**src/rtl/alu_ctrl.sv**
```systemverilog
// alu_ctrl: three-state (IDLE/READ/EXEC) controller with a 4x8 register file driving an external combinational ALU.
// Latency: accept at E0, operands load at E1, writeback and done at E2; the next accept is possible at E3.
// Backpressure: instr_ready is high only in IDLE; instr_valid seen in READ/EXEC is ignored. Optional ALU_CTRL_ZFLAG_EN adds a zero flag.
module alu_ctrl (
    input  logic       clk,
    input  logic       rst_n,
    input  logic       instr_valid,
    output logic       instr_ready,
    input  logic [7:0] instr,
    input  logic [7:0] imm,
    output logic [7:0] alu_op1,
    output logic [7:0] alu_op2,
    output logic [2:0] alu_sel,
    input  logic [7:0] alu_out,
    input  logic       alu_co,
    output logic       done,
    output logic       carry,
`ifdef ALU_CTRL_ZFLAG_EN
    output logic       zero,
`endif
    input  logic [1:0] dbg_addr,
    output logic [7:0] dbg_data
);

    typedef enum logic [1:0] {
        IDLE = 2'd0,
        READ = 2'd1,
        EXEC = 2'd2
    } state_t;

    localparam logic [2:0] SEL_MOV = 3'b101;

    state_t          state;
    logic [3:0][7:0] rf;

    // Instruction fields captured at accept; stable until the next accept.
    logic [2:0] lat_sel;
    logic [1:0] lat_rd;
    logic [1:0] lat_rs;
    logic       lat_use_imm;
    logic [7:0] lat_imm;

    logic [7:0] src_opnd;
    logic       carry_upd;

    // Second operand source: immediate or register, read from the file as it stands in READ.
    always_comb begin
        src_opnd = lat_use_imm ? lat_imm : rf[lat_rs];
    end

    // Only ADD, SUB and SHL-class selects (000, 001, 011) produce a meaningful carry-out.
    always_comb begin
        carry_upd = (alu_sel == 3'b000) || (alu_sel == 3'b001) || (alu_sel == 3'b011);
    end

    assign dbg_data = rf[dbg_addr];

    // Controller FSM: instruction latch, operand load, writeback and flag updates.
    always_ff @(posedge clk or negedge rst_n) begin
        if (!rst_n) begin
            state       <= IDLE;
            instr_ready <= 1'b1;
            rf          <= '0;
            lat_sel     <= 3'b000;
            lat_rd      <= 2'b00;
            lat_rs      <= 2'b00;
            lat_use_imm <= 1'b0;
            lat_imm     <= 8'h00;
            alu_op1     <= 8'h00;
            alu_op2     <= 8'h00;
            alu_sel     <= 3'b000;
            done        <= 1'b0;
            carry       <= 1'b0;
`ifdef ALU_CTRL_ZFLAG_EN
            zero        <= 1'b0;
`endif
        end else begin
            done <= 1'b0;
            case (state)
                IDLE: begin
                    if (instr_valid && instr_ready) begin
                        lat_sel     <= instr[7:5];
                        lat_rd      <= instr[4:3];
                        lat_rs      <= instr[2:1];
                        lat_use_imm <= instr[0];
                        lat_imm     <= imm;
                        instr_ready <= 1'b0;
                        state       <= READ;
                    end
                end
                READ: begin
                    alu_sel <= lat_sel;
                    alu_op2 <= src_opnd;
                    // MOV passes the source through op1 so the ALU can forward it unchanged.
                    alu_op1 <= (lat_sel == SEL_MOV) ? src_opnd : rf[lat_rd];
                    state   <= EXEC;
                end
                EXEC: begin
                    rf[lat_rd] <= alu_out;
                    done       <= 1'b1;
                    if (carry_upd) begin
                        carry <= alu_co;
                    end
`ifdef ALU_CTRL_ZFLAG_EN
                    zero <= (alu_out == 8'h00);
`endif
                    instr_ready <= 1'b1;
                    state       <= IDLE;
                end
                default: begin
                    instr_ready <= 1'b1;
                    state       <= IDLE;
                end
            endcase
        end
    end

endmodule

```
**config.mk**
```make
export PLATFORM = sky130hd
export DESIGN_NAME = alu_ctrl
export DESIGN_NICKNAME = d
export VERILOG_FILES = /design/src/rtl/alu_ctrl.sv
export SDC_FILE = /design/constraint.sdc
export NUM_CORES = 1
export LEC_CHECK = 0
export ABC_CLOCK_PERIOD_IN_PS = 2000
export CORE_UTILIZATION = 53
export CTS_CLUSTER_SIZE = 25
export DETAILED_ROUTE_END_ITERATION = 10
export GPL_ROUTABILITY_DRIVEN = 1
export PLACE_DENSITY = 0.87
export SYNTH_ARGS = -nofsm -noshare
export SYNTH_HDL_FRONTEND = slang
export SYNTH_SLANG_ARGS = --single-unit
```
**constraint.sdc**
```tcl
create_clock -name clk -period 2 [get_ports clk]
set_input_delay 0.4 -clock clk [delete_from_list [all_inputs] [get_ports clk]]
set_output_delay 0.4 -clock clk [all_outputs]
set_load 0.01 [all_outputs]
```
# Word-level counts from Yosys, hierarchy flattened
# Cells that the tools add are included.
dict set report word_totals {
  inputBits 30
  elab_cells 52
  output_inout_bits 30
  register_bits 72
}
dict set report classes {
  reduce_logical 9
  bitwise 1
  eq_ne 6
  magnitude_cmp 4
  muxes 16
}
# op n
set op_table {}
lappend op_table {{$bmux 8 s2} 3}
lappend op_table {{$mux 8} 6}
lappend op_table {{$bwmux 32} 1}
lappend op_table {{$demux 8 s2} 1}
lappend op_table {{$lt 2x3->1 const B} 3}
lappend op_table {{$reduce_and 2->1} 3}
lappend op_table {{$pmux 2 s2} 1}
lappend op_table {{$eq 3x1->1 const B} 1}
lappend op_table {{$eq 3x2->1 const B} 1}
lappend op_table {{$eq 3x3->1 const B} 1}
lappend op_table {{$logic_not 3->1} 1}
lappend op_table {{$eq 2x1->1 const B} 1}
lappend op_table {{$eq 2x2->1 const B} 1}
lappend op_table {{$ge 2x1->1 const B} 1}
lappend op_table {{$logic_and 1x1->1} 2}
lappend op_table {{$logic_not 2->1} 1}
lappend op_table {{$logic_or 1x1->1} 2}
lappend op_table {{$mux 1} 2}
lappend op_table {{$mux 2} 1}
lappend op_table {{$ne 2x2->1 const B} 1}
lappend op_table {{$pmux 1 s2} 1}
lappend op_table {{$not 1->1} 1}

# Longest topological paths before layout
# Gate-level depths: netlist of run 1.
dict set report logic_depth {
  word_depth 5
  depth_mapped 6
  depth_no_buf 5
}

# Least setup slack after synthesis of run 1
# No wires, ideal clock.
dict set report synth_timing {
  kind {register to register}
  from {reg instr_ready}
  to {reg lat_imm[5]}
  setup_slack_ns 0.346
  n_path_buf 1
  synth_period_minus_slack_ns 1.654
  t_arrival_ns 1.529
  setup_ns 0.125
  stages_incl_launch_ff 5
  required_time_ns 1.875
  cell_sequence {dfstp_2 > nand2_1 > nor3_4 > buf_2 > mux2_2}
}
dict set report synth_between {
  elab_chain_cells 2
}
# item line_no
set synth_lines {}
lappend synth_lines {{from (decl)} 8} ;# output logic instr_ready,
lappend synth_lines {{from (signal assigned)} 62} ;# instr_ready <= 1'b1;
lappend synth_lines {{from (signal assigned)} 87} ;# instr_ready <= 1'b0;
lappend synth_lines {{from (signal assigned)} 107} ;# instr_ready <= 1'b1;
lappend synth_lines {{$logic_and 1x1->1} 81} ;# if (instr_valid && instr_ready) begin
lappend synth_lines {{$reduce_and 2->1 (no line)} n/a}
lappend synth_lines {{to (signal assigned)} 86} ;# lat_imm <= imm;
lappend synth_lines {{to (decl)} 41} ;# logic [7:0] lat_imm;
# Every way passes these cells.
# A chain may end at the register's enable or synchronous reset.

# Final worst setup path of run 1
dict set report layout_timing {
  from {in dbg_addr[1]}
  to {out dbg_data[6]}
}
dict set report layout_between {
  elab_chain_cells 2
}
# item line_no
set layout_lines {}
lappend layout_lines {{from (decl)} 21} ;# input logic [1:0] dbg_addr,
lappend layout_lines {{$bmux 8 s2} 56} ;# assign dbg_data = rf[dbg_addr];
lappend layout_lines {{$mux 8 (implied by the code)} 56}
lappend layout_lines {{to (decl)} 22} ;# output logic [7:0] dbg_data
# Every way passes these cells. The select of a mux whose other input is x is not followed.

==> run_results.csv, run 1 <==
group,metric,value,unit
outcome,outcome,"completed",
final_layout,n_antenna_cell,0,
critical_path,rr_startpoint,"lat_rd[1]",
power,ir_drop,0.868,mV
min_path,hp-class,"flop to flop",
critical_path,r2r_slack,0.29,ns
critical_path,required,1.60,ns
global_route,grt_max_degree,33,
final_layout,layout-drive-gt1-share,33.5,%
critical_path,crit_type,"input pin to output port",
synth,syn-num-nets,270,
global_route,antenna_found_initial,0,
drt,wl,7.56,mm
synth,synth_top_cell_by_area,"dfrtp_1",
critical_path,r2r_end,"rf[17]",
timing,max-slew-margin-rel,61.1,%
global_route,overflow,0,
drt,drcViolationCount,0,
drt,ant_nets,0,
clock_tree,postCtsSetupRepairBufs,0,
run,cap_viol_max_count,0,
critical_path,cp-endpoint,"dbg_data[6]",
timing,rsz0062_at_grt,"no",
synth,yosys_warnings,0,
synth,synth_area,0.00343,mm2
placed_design,place_inst,374,
timing,finalHoldViolations,0,
synth,synth-edff-count,0,
clock_tree,cts_buffer_depth,2,
final_layout,fin_cells,391,
timing,fin_crit_sh,98.3,%
final_layout,nNetsFinal,341,
critical_path,reg2reg_depth,3,
floorplan,dieHeight,82.5,um
synth,synth_flop_cell,"dfrtp_1",
floorplan,core-area,0.00610,mm2
placed_design,numPortBuffers,59,
final_layout,areaGrowthSynthToFinish,26.9,%
timing,fin_skew,0.00425,ns
timing,fin_crit,1.97,ns
floorplan,dieArea,0.00680,mm2
clock_tree,clk_latency,0.36,ns
clock_tree,cts_sinks,72,
critical_path,startpoint_type,"input pin",
drt,wire_per_inst,19.3,um
global_route,grt_pass1_vias,2314,
clock_tree,h-tree-depth,3,
timing,fmax,0.509,GHz
critical_path,path_max_fanout,8,
synth,ys_seq_elements,72,
synth,synth_top_cell_area_share,51.7,%
timing,slew_violations,0,
drt,dr.pass1.iters,4,
critical_path,cp_data_arrival_time,1.57,ns
critical_path,end_kind,"output port",
drt,drtIter0Drc,236,
global_route,grt_pass1_wl,12.0,mm
drt,num_vias,2306,
synth,async_flop_share,100,%
power,p_leak,1.88,nW
placed_design,place_congestion,0.778,
clock_tree,cts_tree,"yes",
synth,ys_seq_area_share,52.5,%
synth,netlist_instances,240,
timing,setup_viol,0,
drt,viasPerCell,5.90,
floorplan,rows,28,
clock_tree,cts_root_buf,"clkbuf_8",
critical_path,critPathLaunch,"dbg_addr[1]",
synth,ys_types,30,
timing,tightest_slew,0.584,ns
synth,yosysMostFrequentCell,"dfrtp_1",
synth,synth_top_cells_by_count,"71 x dfrtp_1, 48 x mux2_2, 22 x nand2_1",
synth,yosys-top-cells-area,"dfrtp_1 52%, mux2_2 16%, mux4_2 8.5%, mux4_1 5.4%, mux2i_1 3.5%",
timing,setup_tns,0,ns
clock_tree,path_clk_slew,0.07,ns
global_route,grt.total_usage,25.3,%
floorplan,num_io_pins,60,
floorplan,die_w,82.5,um
floorplan,start_util,56.3,%
synth,syn_area_per_cell,14.3,um2
power,p_per_area,1620,mW/mm2
placed_design,dp_hpwl,5.40,mm
clock_tree,cts_buffers,9,
[how the worst min path moves through the flow]
stage / cells after the start / end / startpoint
floorplan: 0 / alu_op1[0] / rst_n
global placement: 1 / lat_rd[0] / rst_n
detailed placement: 1 / lat_rd[0] / rst_n
CTS: 2 / alu_sel[1] / alu_sel[1]
global route: 2 / alu_op2[7] / alu_op2[7]
finish: 2 / alu_sel[1] / alu_sel[1]
[critical path: stages]
cell and delay [ns]:
clkdlybuf4s50_1 0.51, buf_12 0.14, mux4_2 0.28, clkdlybuf4s15_2 0.23
[cells in the final DEF (no fill, tap or decap), drive strengths merged]
master,instances
a21oi,8
a22oi,4
and3,4
buf,17
bufinv,1
clkbuf,11
clkdlybuf4s15,3
clkdlybuf4s50,49
clkinv,2
clkinvlp,2
dfrtp,71
dfstp,1
dlygate4sd2,1
dlygate4sd3,1
inv,3
mux2,48
mux2i,12
mux4,20
nand2,22
nand2b,2
nand3,1
nand3b,1
nor2,6
nor2b,2
nor3,3
o21ai,13
o22ai,4
o31ai,4
[area by class of cell]
| cell class | count | area [um2] |
|---|---|---|
| Timing Repair Buffer | 71 | 693 |
| Clock inverter | 5 | 55.1 |
| Multi-Input combinational cell | 154 | 1550 |
| Clock buffer | 11 | 151 |
| Inverter | 3 | 11.3 |
| Fill cell | 427 | 1740 |
| Tap cell | 75 | 93.8 |
| Sequential cell | 72 | 1800 |
[sequential cells by signal, summed over array words and instances (netlist names)]
name / cells
alu_op1: 8
alu_op2: 8
alu_sel: 3
carry: 1
done: 1
instr_ready: 1
lat_imm: 8
lat_rd: 2
lat_rs: 2
lat_sel: 3
lat_use_imm: 1
rf: 32
state: 2
[per-layer routing]
metal | routed length (um) | vias up | track usage [%]
met1 | 3170 | 1164 | 33.1
met4 | 190 | 0 | 11.4
met2 | 3790 | 78 | 39.4
li1 | - | 1049 | -
met3 | 417 | 15 | 7.03
met5 | 0 | - | 0
[power by group]
group          internal [mW]  switching (mW)  total, mW
combinational           1.78            1.23       3.01
clock                  0.639           0.546       1.18
sequential              2.17           0.694       2.86
total                   4.59            2.47       7.05
[logic make-up after synthesis]
| kind of cell | share of synthesized area, % |
|---|---|
| simple gates | 6.38 |
| compound gates | 5.65 |
| flops | 52.5 |
| buf+inv | 2.33 |
| mux | 33.1 |
[stage by stage]
| stage | instance area (um2) | hold slack [ns] | worst slack, ns | utilization [%] | power, mW |
|---|---|---|---|---|---|
| final | 4360 | 0.494 | 0.0340 | 71.5 | 7.05 |
| after detailed placement | 4160 | 0.369 | -0.460 | 68.3 | 5.93 |
| after global routing | 4360 | 0.526 | 0.0126 | 71.5 | 7.46 |
| after CTS | 4360 | 0.495 | 0.0308 | 71.6 | 7.08 |
| after global placement | 4160 | 0.354 | -0.460 | 68.3 | 5.77 |
| after floorplan | 3430 | 0.104 | 0.346 | - | 4.71 |
[timing repair]
item,CTS,global route
cloned,0,0
endpoints found under the hold margin,14,0
gates resized for setup,29,1
hold buffers,1,0
endpoints found under the setup margin,8,1
No activity file was read; power rests on OpenSTA's default activity.
==> inputs of run 2 (changes only) <==
--- a/config.mk
+++ b/config.mk
@@ -6,11 +6,12 @@
 export NUM_CORES = 1
 export LEC_CHECK = 0
 export ABC_CLOCK_PERIOD_IN_PS = 2000
-export CORE_UTILIZATION = 53
+export CORE_UTILIZATION = 55
+export CTS_BUF_LIST = sky130_fd_sc_hd__clkbuf_4 sky130_fd_sc_hd__clkbuf_8
 export CTS_CLUSTER_SIZE = 25
 export DETAILED_ROUTE_END_ITERATION = 10
 export GPL_ROUTABILITY_DRIVEN = 1
-export PLACE_DENSITY = 0.87
+export PLACE_DENSITY = 0.9
 export SYNTH_ARGS = -nofsm -noshare
 export SYNTH_HDL_FRONTEND = slang
 export SYNTH_SLANG_ARGS = --single-unit
==> run 2 against run 1 <==
Net effect:
- register-to-register slack improved by 0.02 ns
- worst setup slack improved by 0.011 ns
- total power up 6.0%
- critical path depth did not move
- combinational power grew 2%
- utilization up 2.4 points
- via count grew 2.7%
- design area is 1.0% higher
- clock skew increased by 0.0024 ns
- global-route usage is 2.1 points higher
- largest power group unchanged
==> run_results.csv, run 2 (synthesized netlist as in run 1, its figures left out) <==
group,metric,value,unit
outcome,outcome,"completed",
power,finalPower,7.47,mW
timing,max-slew-margin-rel,63.5,%
floorplan,start_util,57.6,%
critical_path,crit_slowest_cell,"clkdlybuf4s50_1",
final_layout,nNetsFinal,339,
power,p_comb_share,41.0,%
timing,slew_violations,0,
critical_path,cp_data_arrival_time,1.56,ns
power,seq_power_share,38.6,%
critical_path,crit_chain,"clkdlybuf4s50_1 -> buf_12 -> mux4_2 -> clkdlybuf4s15_2",
clock_tree,clk_latency,0.35,ns
critical_path,path_max_fanout,8,
drt,wire_per_inst,21.0,um
final_layout,areaGrowthSynthToFinish,28.2,%
critical_path,crit_family,"buffers and inverters",
global_route,grt.total_usage,27.3,%
final_layout,largest_register_ffs,32,
clock_tree,cts_root_buf,"clkbuf_8",
placed_design,place_congestion,0.805,
final_layout,layout_common_cells,"71 x dfrtp_1, 49 x clkdlybuf4s50_1, 48 x mux2_2",
critical_path,startpoint_type,"input pin",
floorplan,rows,28,
global_route,grt_pass1_vias,2472,
final_layout,finish.instance_area,0.00440,mm2
critical_path,cp_num_buf_inv,3,
power,p_int,4.90,mW
final_layout,final_common_cell,"dfrtp_1",
clock_tree,cts_buffers,9,
timing,finalHoldViolations,0,
final_layout,layout-drive-gt1-share,33.4,%
timing,fin_crit,1.96,ns
global_route,grt_pass1_wl,12.8,mm
clock_tree,cts_buffer_depth,2,
global_route,grt_max_degree,73,
clock_tree,h-tree-depth,3,
floorplan,dieHeight,81.0,um
timing,setup_viol,0,
power,clockPowerShare,20.4,%
timing,fin_crit_sh,97.8,%
timing,worst_slack,0.0445,ns
drt,drcViolationCount,0,
timing,fin_skew,0.00669,ns
critical_path,rr_startpoint,"lat_rd[0]",
drt,drtIter0Drc,137,
timing,fmax,0.511,GHz
drt,wl,8.16,mm
clock_tree,postCtsSetupRepairBufs,0,
power,p_leak,1.89,nW
placed_design,dp_hpwl,5.47,mm
drt,viasPerCell,6.09,
global_route,overflow,0,
placed_design,numPortBuffers,59,
critical_path,crit_path_max_incr_delay,0.50,ns
critical_path,required,1.60,ns
power,ir_drop,0.850,mV
power,p_sw_share,34.4,%
timing,tightest_slew,0.547,ns
placed_design,post-place-ws,-0.461,ns
power,p_switching,2.57,mW
final_layout,fillerInstances,392,
global_route,antenna_found_initial,0,
clock_tree,path_clk_slew,0.08,ns
clock_tree,cts_sinks,72,
final_layout,top_register,"rf",
final_layout,n_antenna_cell,0,
critical_path,end_kind,"output port",
placed_design,dpl-instance-area,0.00417,mm2
drt,ant_nets,0,
floorplan,core-area,0.00596,mm2
min_path,hp-class,"input pin to asynchronous set/reset pin",
run,cap_viol_max_count,0,
critical_path,critPathLaunch,"dbg_addr[1]",
floorplan,dieArea,0.00656,mm2
floorplan,num_io_pins,60,
clock_tree,cts_tree,"yes",
floorplan,die_w,81.0,um
critical_path,crit_type,"input pin to output port",
drt,num_vias,2369,
power,p_per_area,1700,mW/mm2
drt,dr.pass1.iters,4,
timing,rsz0062_at_grt,"no",
[run 2: cell count changes in the layout (fill, tap and decap cells not counted), sizes merged]
| cell | change |
|---|---|
| bufinv | +3 |
| clkbuf | -2 |
| clkdlybuf4s15 | -2 |
| buf | +1 |
| clkinv | -1 |
| dlygate4sd3 | -1 |
[run 2: through the flow]
step | hold slack (ns) | util [%] | setup TNS, ns | cells
4_1_cts | 0.0775 | 73.9 | 0 | 389
5_1_grt | 0.0723 | 73.9 | 0 | 389
3_5_place_dp | 0.453 | 70.0 | -3.57 | 373
3_3_place_gp | 0.449 | 70.0 | -3.56 | 373
2_1_floorplan | 0.104 | - | 0 | 240
6_report | 0.0622 | 73.9 | 0 | 389
[run 2: final timing paths]
kind	end	slack (ns)	cells after the start
min	alu_op2[4]	0.06	2
min reg2reg	alu_op2[6]	0.48	2
min in group clk	alu_op2[6]	0.48	2
max in group asynchronous	instr_ready	1.63	2
max reg2reg	alu_op1[7]	0.31	4
max	dbg_data[7]	0.04	4
[run 2: what timing repair did]
action,in CTS,in global routing
endpoints found under the setup margin,8,0
resized for setup,32,0
hold buffers,0,0
[run 2: final cells by class]
cell class	instances	area (um2)	share of cell area (%)
well taps	75	93.8	2.13
multi-input cells	154	1550	35.2
flip-flops and latches	72	1800	41.0
repair buffers	69	676	15.3
clock buffers	9	124	2.81
clock inverters	7	144	3.27
inverters	3	11.3	0.256
[run 2: metal layers]
layer  vias up  share of wire [%]  track usage [%]
li1       1039                  -                -
met2        84                 53             47.6
met5         -                  0                0
met1      1236                 39             34.3
met3        10                6.1             5.73
met4         0                1.1             8.21
[run 2: worst register-to-register path: cells and delay by family (launching register included)]
kind	cells	cell delay (ns)
simple gates	1	0.21
compound gates	2	0.24
flops	1	0.51
mux	1	0.61
[run 2: power groups by stage]
stage	Clock, mW	Combinational, mW	Sequential (mW)
finish	1.53	3.06	2.88
global route	1.59	3.30	2.97
CTS	1.53	3.07	2.88
detailed placement	0	3.09	2.89
global placement	0	2.96	2.80
floorplan	0	2.03	2.68
